`src/rtl/serial_pkg.sv`:
```
// Shared definitions for the serial line blocks (recv_serial, send_serial):
// FSM state encoding, data width and bit-period computation.
package serial_pkg;

    localparam int unsigned DATA_W = 8;

    typedef enum logic [2:0] {
        IDLE,
        START,
        DATA,
        PARITY,
        STOP
    } state_t;

    function automatic int unsigned clks_per_bit(input int unsigned clk_freq,
                                                 input int unsigned baud);
        return clk_freq / baud;
    endfunction

endpackage

```
`src/rtl/sync_2ff.sv`:
```
// Double-flop synchronizer for asynchronous board inputs; the reset value is
// a parameter so idle-high and idle-low lines both come out of reset quietly.
module sync_2ff #(
    parameter logic RST_VAL = 1'b1
) (
    input  logic clk,
    input  logic rst,
    input  logic d,
    output logic q
);

    logic meta;

    always_ff @(posedge clk) begin
        if (!rst) begin
            meta <= RST_VAL;
            q    <= RST_VAL;
        end else begin
            meta <= d;
            q    <= meta;
        end
    end

endmodule

```
`src/rtl/recv_serial.sv`:
```
// UART receiver, 8N1 by default; defining RECV_SERIAL_PARITY_EN switches to
// 8E1 framing and enables parity_err. Mid-bit sampling off a 2-FF synchronized line.
module recv_serial
    import serial_pkg::*;
#(
    parameter int unsigned CLK_FREQ = 100_000_000,
    parameter int unsigned BAUD     = 115200
) (
    input  logic              clk,
    input  logic              rst,
    input  logic              data_in,
    output logic [DATA_W-1:0] data_out,
    output logic              valid,
    output logic              frame_err,
    output logic              parity_err,
    output logic              busy
);

    localparam int unsigned CPB  = clks_per_bit(CLK_FREQ, BAUD);
    localparam int unsigned HALF = CPB / 2;
    localparam int unsigned CW   = $clog2(CPB);
    localparam logic [CW-1:0] CNT_LAST = CW'(CPB - 1);
    localparam logic [CW-1:0] CNT_HALF = CW'(HALF - 1);

    logic rx;

    sync_2ff #(.RST_VAL(1'b1)) u_sync (
        .clk (clk),
        .rst (rst),
        .d   (data_in),
        .q   (rx)
    );

    state_t            state, state_n;
    logic [CW-1:0]     cnt, cnt_n;
    logic [2:0]        idx, idx_n;
    logic [DATA_W-1:0] shreg, shreg_n;
    logic [DATA_W-1:0] dout_n;
    logic              armed, armed_n;
    logic              valid_n, ferr_n;
`ifdef RECV_SERIAL_PARITY_EN
    logic              par_bit, par_bit_n;
    logic              perr_n;
`endif

    always_ff @(posedge clk) begin
        if (!rst) begin
            state     <= IDLE;
            cnt       <= '0;
            idx       <= '0;
            shreg     <= '0;
            armed     <= 1'b0;
            data_out  <= '0;
            valid     <= 1'b0;
            frame_err <= 1'b0;
`ifdef RECV_SERIAL_PARITY_EN
            par_bit    <= 1'b0;
            parity_err <= 1'b0;
`endif
        end else begin
            state     <= state_n;
            cnt       <= cnt_n;
            idx       <= idx_n;
            shreg     <= shreg_n;
            armed     <= armed_n;
            data_out  <= dout_n;
            valid     <= valid_n;
            frame_err <= ferr_n;
`ifdef RECV_SERIAL_PARITY_EN
            par_bit    <= par_bit_n;
            parity_err <= perr_n;
`endif
        end
    end

`ifndef RECV_SERIAL_PARITY_EN
    assign parity_err = 1'b0;
`endif

    always_comb begin
        state_n = state;
        cnt_n   = cnt + CW'(1);
        idx_n   = idx;
        shreg_n = shreg;
        armed_n = armed;
        dout_n  = data_out;
        valid_n = 1'b0;
        ferr_n  = 1'b0;
`ifdef RECV_SERIAL_PARITY_EN
        par_bit_n = par_bit;
        perr_n    = 1'b0;
`endif
        case (state)
            IDLE: begin
                // A start edge is accepted only after the line was seen high,
                // so a held break cannot retrigger frames.
                cnt_n = '0;
                if (rx) begin
                    armed_n = 1'b1;
                end else if (armed) begin
                    state_n = START;
                    armed_n = 1'b0;
                end
            end
            START: begin
                if (cnt == CNT_HALF) begin
                    cnt_n   = '0;
                    idx_n   = '0;
                    state_n = rx ? IDLE : DATA;
                end
            end
            DATA: begin
                if (cnt == CNT_LAST) begin
                    cnt_n   = '0;
                    shreg_n = {rx, shreg[DATA_W-1:1]};
                    idx_n   = idx + 3'd1;
                    if (idx == 3'd7) begin
`ifdef RECV_SERIAL_PARITY_EN
                        state_n = PARITY;
`else
                        state_n = STOP;
`endif
                    end
                end
            end
`ifdef RECV_SERIAL_PARITY_EN
            PARITY: begin
                if (cnt == CNT_LAST) begin
                    cnt_n     = '0;
                    par_bit_n = rx;
                    state_n   = STOP;
                end
            end
`endif
            STOP: begin
                if (cnt == CNT_LAST) begin
                    cnt_n   = '0;
                    state_n = IDLE;
                    if (!rx) begin
                        ferr_n = 1'b1;
                    end
`ifdef RECV_SERIAL_PARITY_EN
                    else if (^{shreg, par_bit}) begin
                        perr_n = 1'b1;
                    end
`endif
                    else begin
                        valid_n = 1'b1;
                        dout_n  = shreg;
                    end
                end
            end
            default: begin
                state_n = IDLE;
            end
        endcase
    end

    assign busy = (state != IDLE);

endmodule

```
`config.mk`:
```
export PLATFORM = sky130hd
export DESIGN_NAME = recv_serial
export DESIGN_NICKNAME = d
export VERILOG_FILES = /design/src/rtl/serial_pkg.sv /design/src/rtl/sync_2ff.sv /design/src/rtl/recv_serial.sv
export SDC_FILE = /design/constraint.sdc
export NUM_CORES = 1
export LEC_CHECK = 0
export BUFFER_PORTS_ARGS = -buffer_cell sky130_fd_sc_hd__buf_4
export CORE_UTILIZATION = 45
export DETAILED_ROUTE_END_ITERATION = 8
export PLACE_DENSITY = 0.75
export SLEW_MARGIN = 0
export SYNTH_ARGS = -nofsm -noshare
export SYNTH_HDL_FRONTEND = slang
export SYNTH_SLANG_ARGS = --single-unit
```
`constraint.sdc`:
```
create_clock -name clk -period 4 [get_ports clk]
set_input_delay 1.2 -clock clk [delete_from_list [all_inputs] [get_ports clk]]
set_output_delay 1.2 -clock clk [all_outputs]
set_load 0.02 [all_outputs]
```
After elaboration in Yosys (flattened, before gate mapping)
Index checks and enable logic that the tools add are counted.
{"block": "totals", "register_bits": 37, "input_bits": 3}
{"block": "classes", "add_sub_neg": 2, "muxes": 16, "n_reduce_logical": 9, "n_eq_ne": 12}
{"operator": "$pmux W10 S3", "count": 1}
{"operator": "$mux W3", "count": 8}
{"operator": "$mux W10", "count": 2}
{"operator": "$ne A2 B2 Y1 const B", "count": 6}
{"operator": "$pmux W3 S4", "count": 1}
{"operator": "$add A10 B1 Y10 const B", "count": 1}
{"operator": "$eq A10 B10 Y1 const B", "count": 1}
{"operator": "$eq A10 B9 Y1 const B", "count": 1}
{"operator": "$reduce_and A3 Y1", "count": 3}
{"operator": "$eq A3 B3 Y1 const B", "count": 2}
{"operator": "$pmux W3 S2", "count": 1}
{"operator": "$reduce_and A6 Y1", "count": 1}
{"operator": "$add A3 B1 Y3 const B", "count": 1}
{"operator": "$eq A3 B1 Y1 const B", "count": 1}
{"operator": "$eq A3 B2 Y1 const B", "count": 1}
{"operator": "$logic_not A3 Y1", "count": 1}
{"operator": "$reduce_bool A3 Y1", "count": 1}
{"operator": "$mux W1", "count": 2}
{"operator": "$mux W2", "count": 1}
{"operator": "$reduce_and A2 Y1", "count": 1}
{"operator": "$reduce_bool A2 Y1", "count": 1}
{"operator": "$reduce_or A2 Y1", "count": 1}

Longest topological paths before layout
{"block": "depth", "ltp_word": 4, "mapped_depth": 6}

Hierarchy
Synthesis repeated with hierarchy kept, for this count alone.
{"block": "unflattened", "hier_cells": 181, "hier_area_um2": 1799.2}
{"module": "recv_serial", "instances": 1, "cells_each": 177, "seq_area_each_um2": 700.7, "area_each_um2": 1746.7}
{"module": "sync_2ff", "instances": 1, "cells_each": 4, "seq_area_each_um2": 40.0, "area_each_um2": 52.6}

Worst setup path before layout
OpenSTA, ideal clock, no wires.
{"block": "synth_timing", "path_kind": "register to output", "startpoint": "register state[2]", "endpoint": "output port busy", "t_arrival_ps": 1038, "stages_incl_launch_ff": 4, "slack_ps": 1762, "path_cell_list": "dfxtp_1 -> buf_2 -> or3_1 -> clkbuf_1"}
{"block": "synth_via", "elab_chain_len": 1}
{"item": "start, declared", "line": "recv_serial.sv:34", "source": "state_t state, state_n;"}
{"item": "start signal, assigned", "line": "recv_serial.sv:61", "source": "state <= state_n;"}
{"item": "$reduce_bool A3 Y1", "line": "recv_serial.sv:159", "source": "assign busy = (state != IDLE);"}
{"item": "end, declared", "line": "recv_serial.sv:16", "source": "output logic busy"}
Every way passes these cells.

Worst setup path in the final report
Same ends and word-level chain as after synthesis.

==> summary.json <==
{
  "run_status": {"value": "complete, no violations"},
  "globalRouteOverflowTotal": {"value": 0},
  "grt_max_degree": {"value": 21},
  "fmax": {"value": 381.5, "unit": "MHz"},
  "antenna_violations_before_repair": {"value": 0},
  "avgSynthCellArea": {"value": 9.847, "unit": "um2"},
  "synthArstFlopShare": {"value": 0, "unit": "%"},
  "setup_tns": {"value": 0, "unit": "ns"},
  "synthToLayoutAreaGrowth": {"value": 14.06, "unit": "%"},
  "design.portCount": {"value": 15},
  "cts_made_buffers": {"value": 5},
  "crit_slowest_cell": {"value": "sky130_fd_sc_hd__or3_1"},
  "timing.critical_path.max_delay_family": {"value": "simple AND/OR/NAND/NOR gates"},
  "crit_path_start_kind": {"value": "flip-flop"},
  "min_period_over_period": {"value": 65.53, "unit": "%"},
  "worstHoldPathType": {"value": "flip-flop to flip-flop"},
  "synth_sequential_area_ratio": {"value": 44.51, "unit": "%"},
  "hold_viol": {"value": 0},
  "first_iteration_detailed_routing_drc_count": {"value": 22},
  "clk_latency": {"value": 0.29, "unit": "ns"},
  "maxCapViolCount": {"value": 0},
  "post_synth_num_cell_types": {"value": 40},
  "placement.io_buffers": {"value": 13},
  "ys.warnings.count": {"value": 0},
  "syn_nets": {"value": 176},
  "setup.worst_path.start": {"value": "state[2]$_SDFFE_PN0P_"},
  "ctsLongestPathBuffers": {"value": 2},
  "final.hold.worst_slack": {"value": 0.4169, "unit": "ns"},
  "final_worst_slack": {"value": 1.379, "unit": "ns"},
  "critical_path_peak_fanout": {"value": 13},
  "min_period": {"value": 2.621, "unit": "ns"},
  "criticalPathCategory": {"value": "flip-flop to output pin"},
  "die_area": {"value": 0.003945, "unit": "mm2"},
  "first_global_vias": {"value": 1213},
  "vdd_ir_drop_max": {"value": 0.0002944, "unit": "V"},
  "drive_above_1_share": {"value": 14.53, "unit": "%"},
  "preCtsSetupSlack": {"value": 1.525, "unit": "ns"},
  "timing_worst_slew_pin_value": {"value": 0.8577, "unit": "ns"},
  "via_per_inst": {"value": 5.324},
  "wl_per_cell": {"value": 13.19, "unit": "um"},
  "mostFrequentLayoutCell": {"value": "sky130_fd_sc_hd__dfxtp_1"},
  "critical_path_arrival": {"value": 1.42, "unit": "ns"},
  "floorplan.core_area": {"value": 0.003442, "unit": "mm2"},
  "drt_drc_violations_left": {"value": 0},
  "r2r_start": {"value": "cnt[0]$_SDFF_PN0_"},
  "setup-violations-final": {"value": 0},
  "effective_utilization_at_floorplan": {"value": 48.35, "unit": "%"},
  "grt_setup_unrepaired": {"value": "no"},
  "rows": {"value": 21},
  "grt_pass1_wl": {"value": 5271, "unit": "um"},
  "routed_wirelength": {"value": 2968, "unit": "um"},
  "critical_path_cell_by_cell": {"value": "or3_1, buf_4"},
  "postSynthCellCount": {"value": 169},
  "cts.sink_count": {"value": 37},
  "worstSetupEndpointType": {"value": "output pin"},
  "min-delay-start": {"value": "u_sync.meta$_SDFF_PN1_"},
  "power.density": {"value": 455.8, "unit": "mW/mm2"},
  "relSlewSlack": {"value": 42.04, "unit": "%"},
  "postRouteAntennaNets": {"value": 0},
  "ctsHtreeMaxLevel": {"value": 2},
  "finalMaxSlewViolations": {"value": 0},
  "final.setup_skew": {"value": 0.007819, "unit": "ns"},
  "antenna_fix_cells": {"value": 0},
  "tritoncts": {"value": "yes"},
  "fillers": {"value": 316},
  "route.vias.total": {"value": 1198},
  "total_leakage_power": {"value": 0.8503, "unit": "nW"},
  "cts.clk_slew.worst_paths": {"value": 0.08, "unit": "ns"},
  "layout.nets": {"value": 185},
  "yosys_register_bits": {"value": 37},
  "timing.critical_path.slowest_cell_delay": {"value": 0.51, "unit": "ns"},
  "crit_required": {"value": 2.80, "unit": "ns"},
  "postSynth.topFlopCell": {"value": "sky130_fd_sc_hd__dfxtp_1"},
  "place.detailed.hpwl": {"value": 2105, "unit": "um"},
  "globalplace.congestion": {"value": 0.8030},
  "first_pass_iters": {"value": 4},
  "die_h": {"value": 62.81, "unit": "um"},
  "critical_path_buf_inv_count": {"value": 1},
  "cts-resized-gates": {"value": 0},
  "layout_common_cells": {"value": "37 x sky130_fd_sc_hd__dfxtp_1, 21 x sky130_fd_sc_hd__mux2i_1, 18 x sky130_fd_sc_hd__nor2_1, 13 x sky130_fd_sc_hd__buf_4, 10 x sky130_fd_sc_hd__nor3_1"},
  "synth-edff-count": {"value": 0},
  "netlist_area": {"value": 0.001664, "unit": "mm2"},
  "die_w": {"value": 62.81, "unit": "um"},
  "cts_post_setup_buffers_inserted": {"value": 0},
  "cts-root-buf": {"value": "sky130_fd_sc_hd__clkbuf_8"},
  "cts-hold-fix-buffers": {"value": 0},
  "gr-usage-all-layers": {"value": 16.98, "unit": "%"}
}
-- metrics by stage --
step / power [mW] / std cells / utilization [%] / cell area [um2]
after floorplan: 0.4706 / 169 / - / 1664
after global placement: 0.4831 / 217 / 51.14 / 1760
after detailed placement: 0.4864 / 217 / 51.14 / 1760
after CTS: 0.8718 / 225 / 55.14 / 1898
after global routing: 0.9018 / 225 / 55.14 / 1898
final: 0.8651 / 225 / 55.14 / 1898
-- power breakdown --
part | internal, mW | switching, mW | total (mW)
combinational | 0.0396 | 0.0436 | 0.0832
clock | 0.251 | 0.136 | 0.387
sequential | 0.377 | 0.0177 | 0.395
-- per-layer routing --
metal	share of wire [%]	routed length [um]	GRT usage (%)
met2	49	1463	29.35
met3	2.3	68	3.832
met4	1.6	47	7.849
met1	47	1388	19.73
met5	0	0	0
-- registers in the layout, indices dropped and copies added, names as in the netlist --
register	cells
armed	1
cnt	10
data_out	8
frame_err	1
idx	3
shreg	8
state	3
u_sync.meta	1
u_sync.q	1
valid	1
-- final cells by class --
| type | count | area, um2 | share of cell area [%] |
|---|---|---|---|
| repair buffers | 13 | 97.59 | 5.142 |
| clock buffers | 5 | 68.82 | 3.626 |
| flip-flops and latches | 37 | 740.7 | 39.02 |
| well taps | 46 | 57.56 | 3.032 |
| inverters | 2 | 7.507 | 0.3955 |
| clock inverters | 3 | 68.82 | 3.626 |
| multi-input cells | 119 | 857.1 | 45.15 |
-- worst register-to-register path: cells and delay by family, from the launching register on --
kind                     cells  cell delay (ns)
adder cells (fa/ha/maj)      1             0.22
AND/OR/NAND/NOR              3             1.47
flip-flops                   1             0.40
multiplexers                 1             0.37
-- logic make-up (layout without fill, tap and decap cells) --
kind of cell	after synthesis	count (layout)	share of synthesized area, %
simple gates	73	73	24.44
flops	37	37	44.51
mux	22	22	13.53
buf+inv	13	23	3.985
xor+xnor	10	10	5.264
compound gates	9	9	5.038
fa+ha+maj	4	4	3.008
other cells	1	1	0.2253
-- synthesized netlist by cell type, drive strengths merged (3+ instances only) --
cell type,n,area (um2)
clkbuf,4,15.01
xor2,7,61.31
dfxtp,37,740.7
nand2b,3,18.77
nand2,8,30.03
buf,7,43.79
mux2i,21,210.2
nand3b,3,22.52
nor3b,5,37.54
nor2,18,67.56
nand4,3,18.77
nor3,10,50.05
ha,4,50.05
and2,3,18.77
xnor2,3,26.28
nand3,7,35.03
-- worst paths after layout --
check / to / slack, ns / cells after the start
min: u_sync.q$_SDFF_PN1_ / 0.42 / 1
max: busy / 1.38 / 2
min reg2reg: u_sync.q$_SDFF_PN1_ / 0.42 / 1
max reg2reg: data_out[5]$_SDFFE_PN0P_ / 1.43 / 5
(Power assumes the default switching activity.)
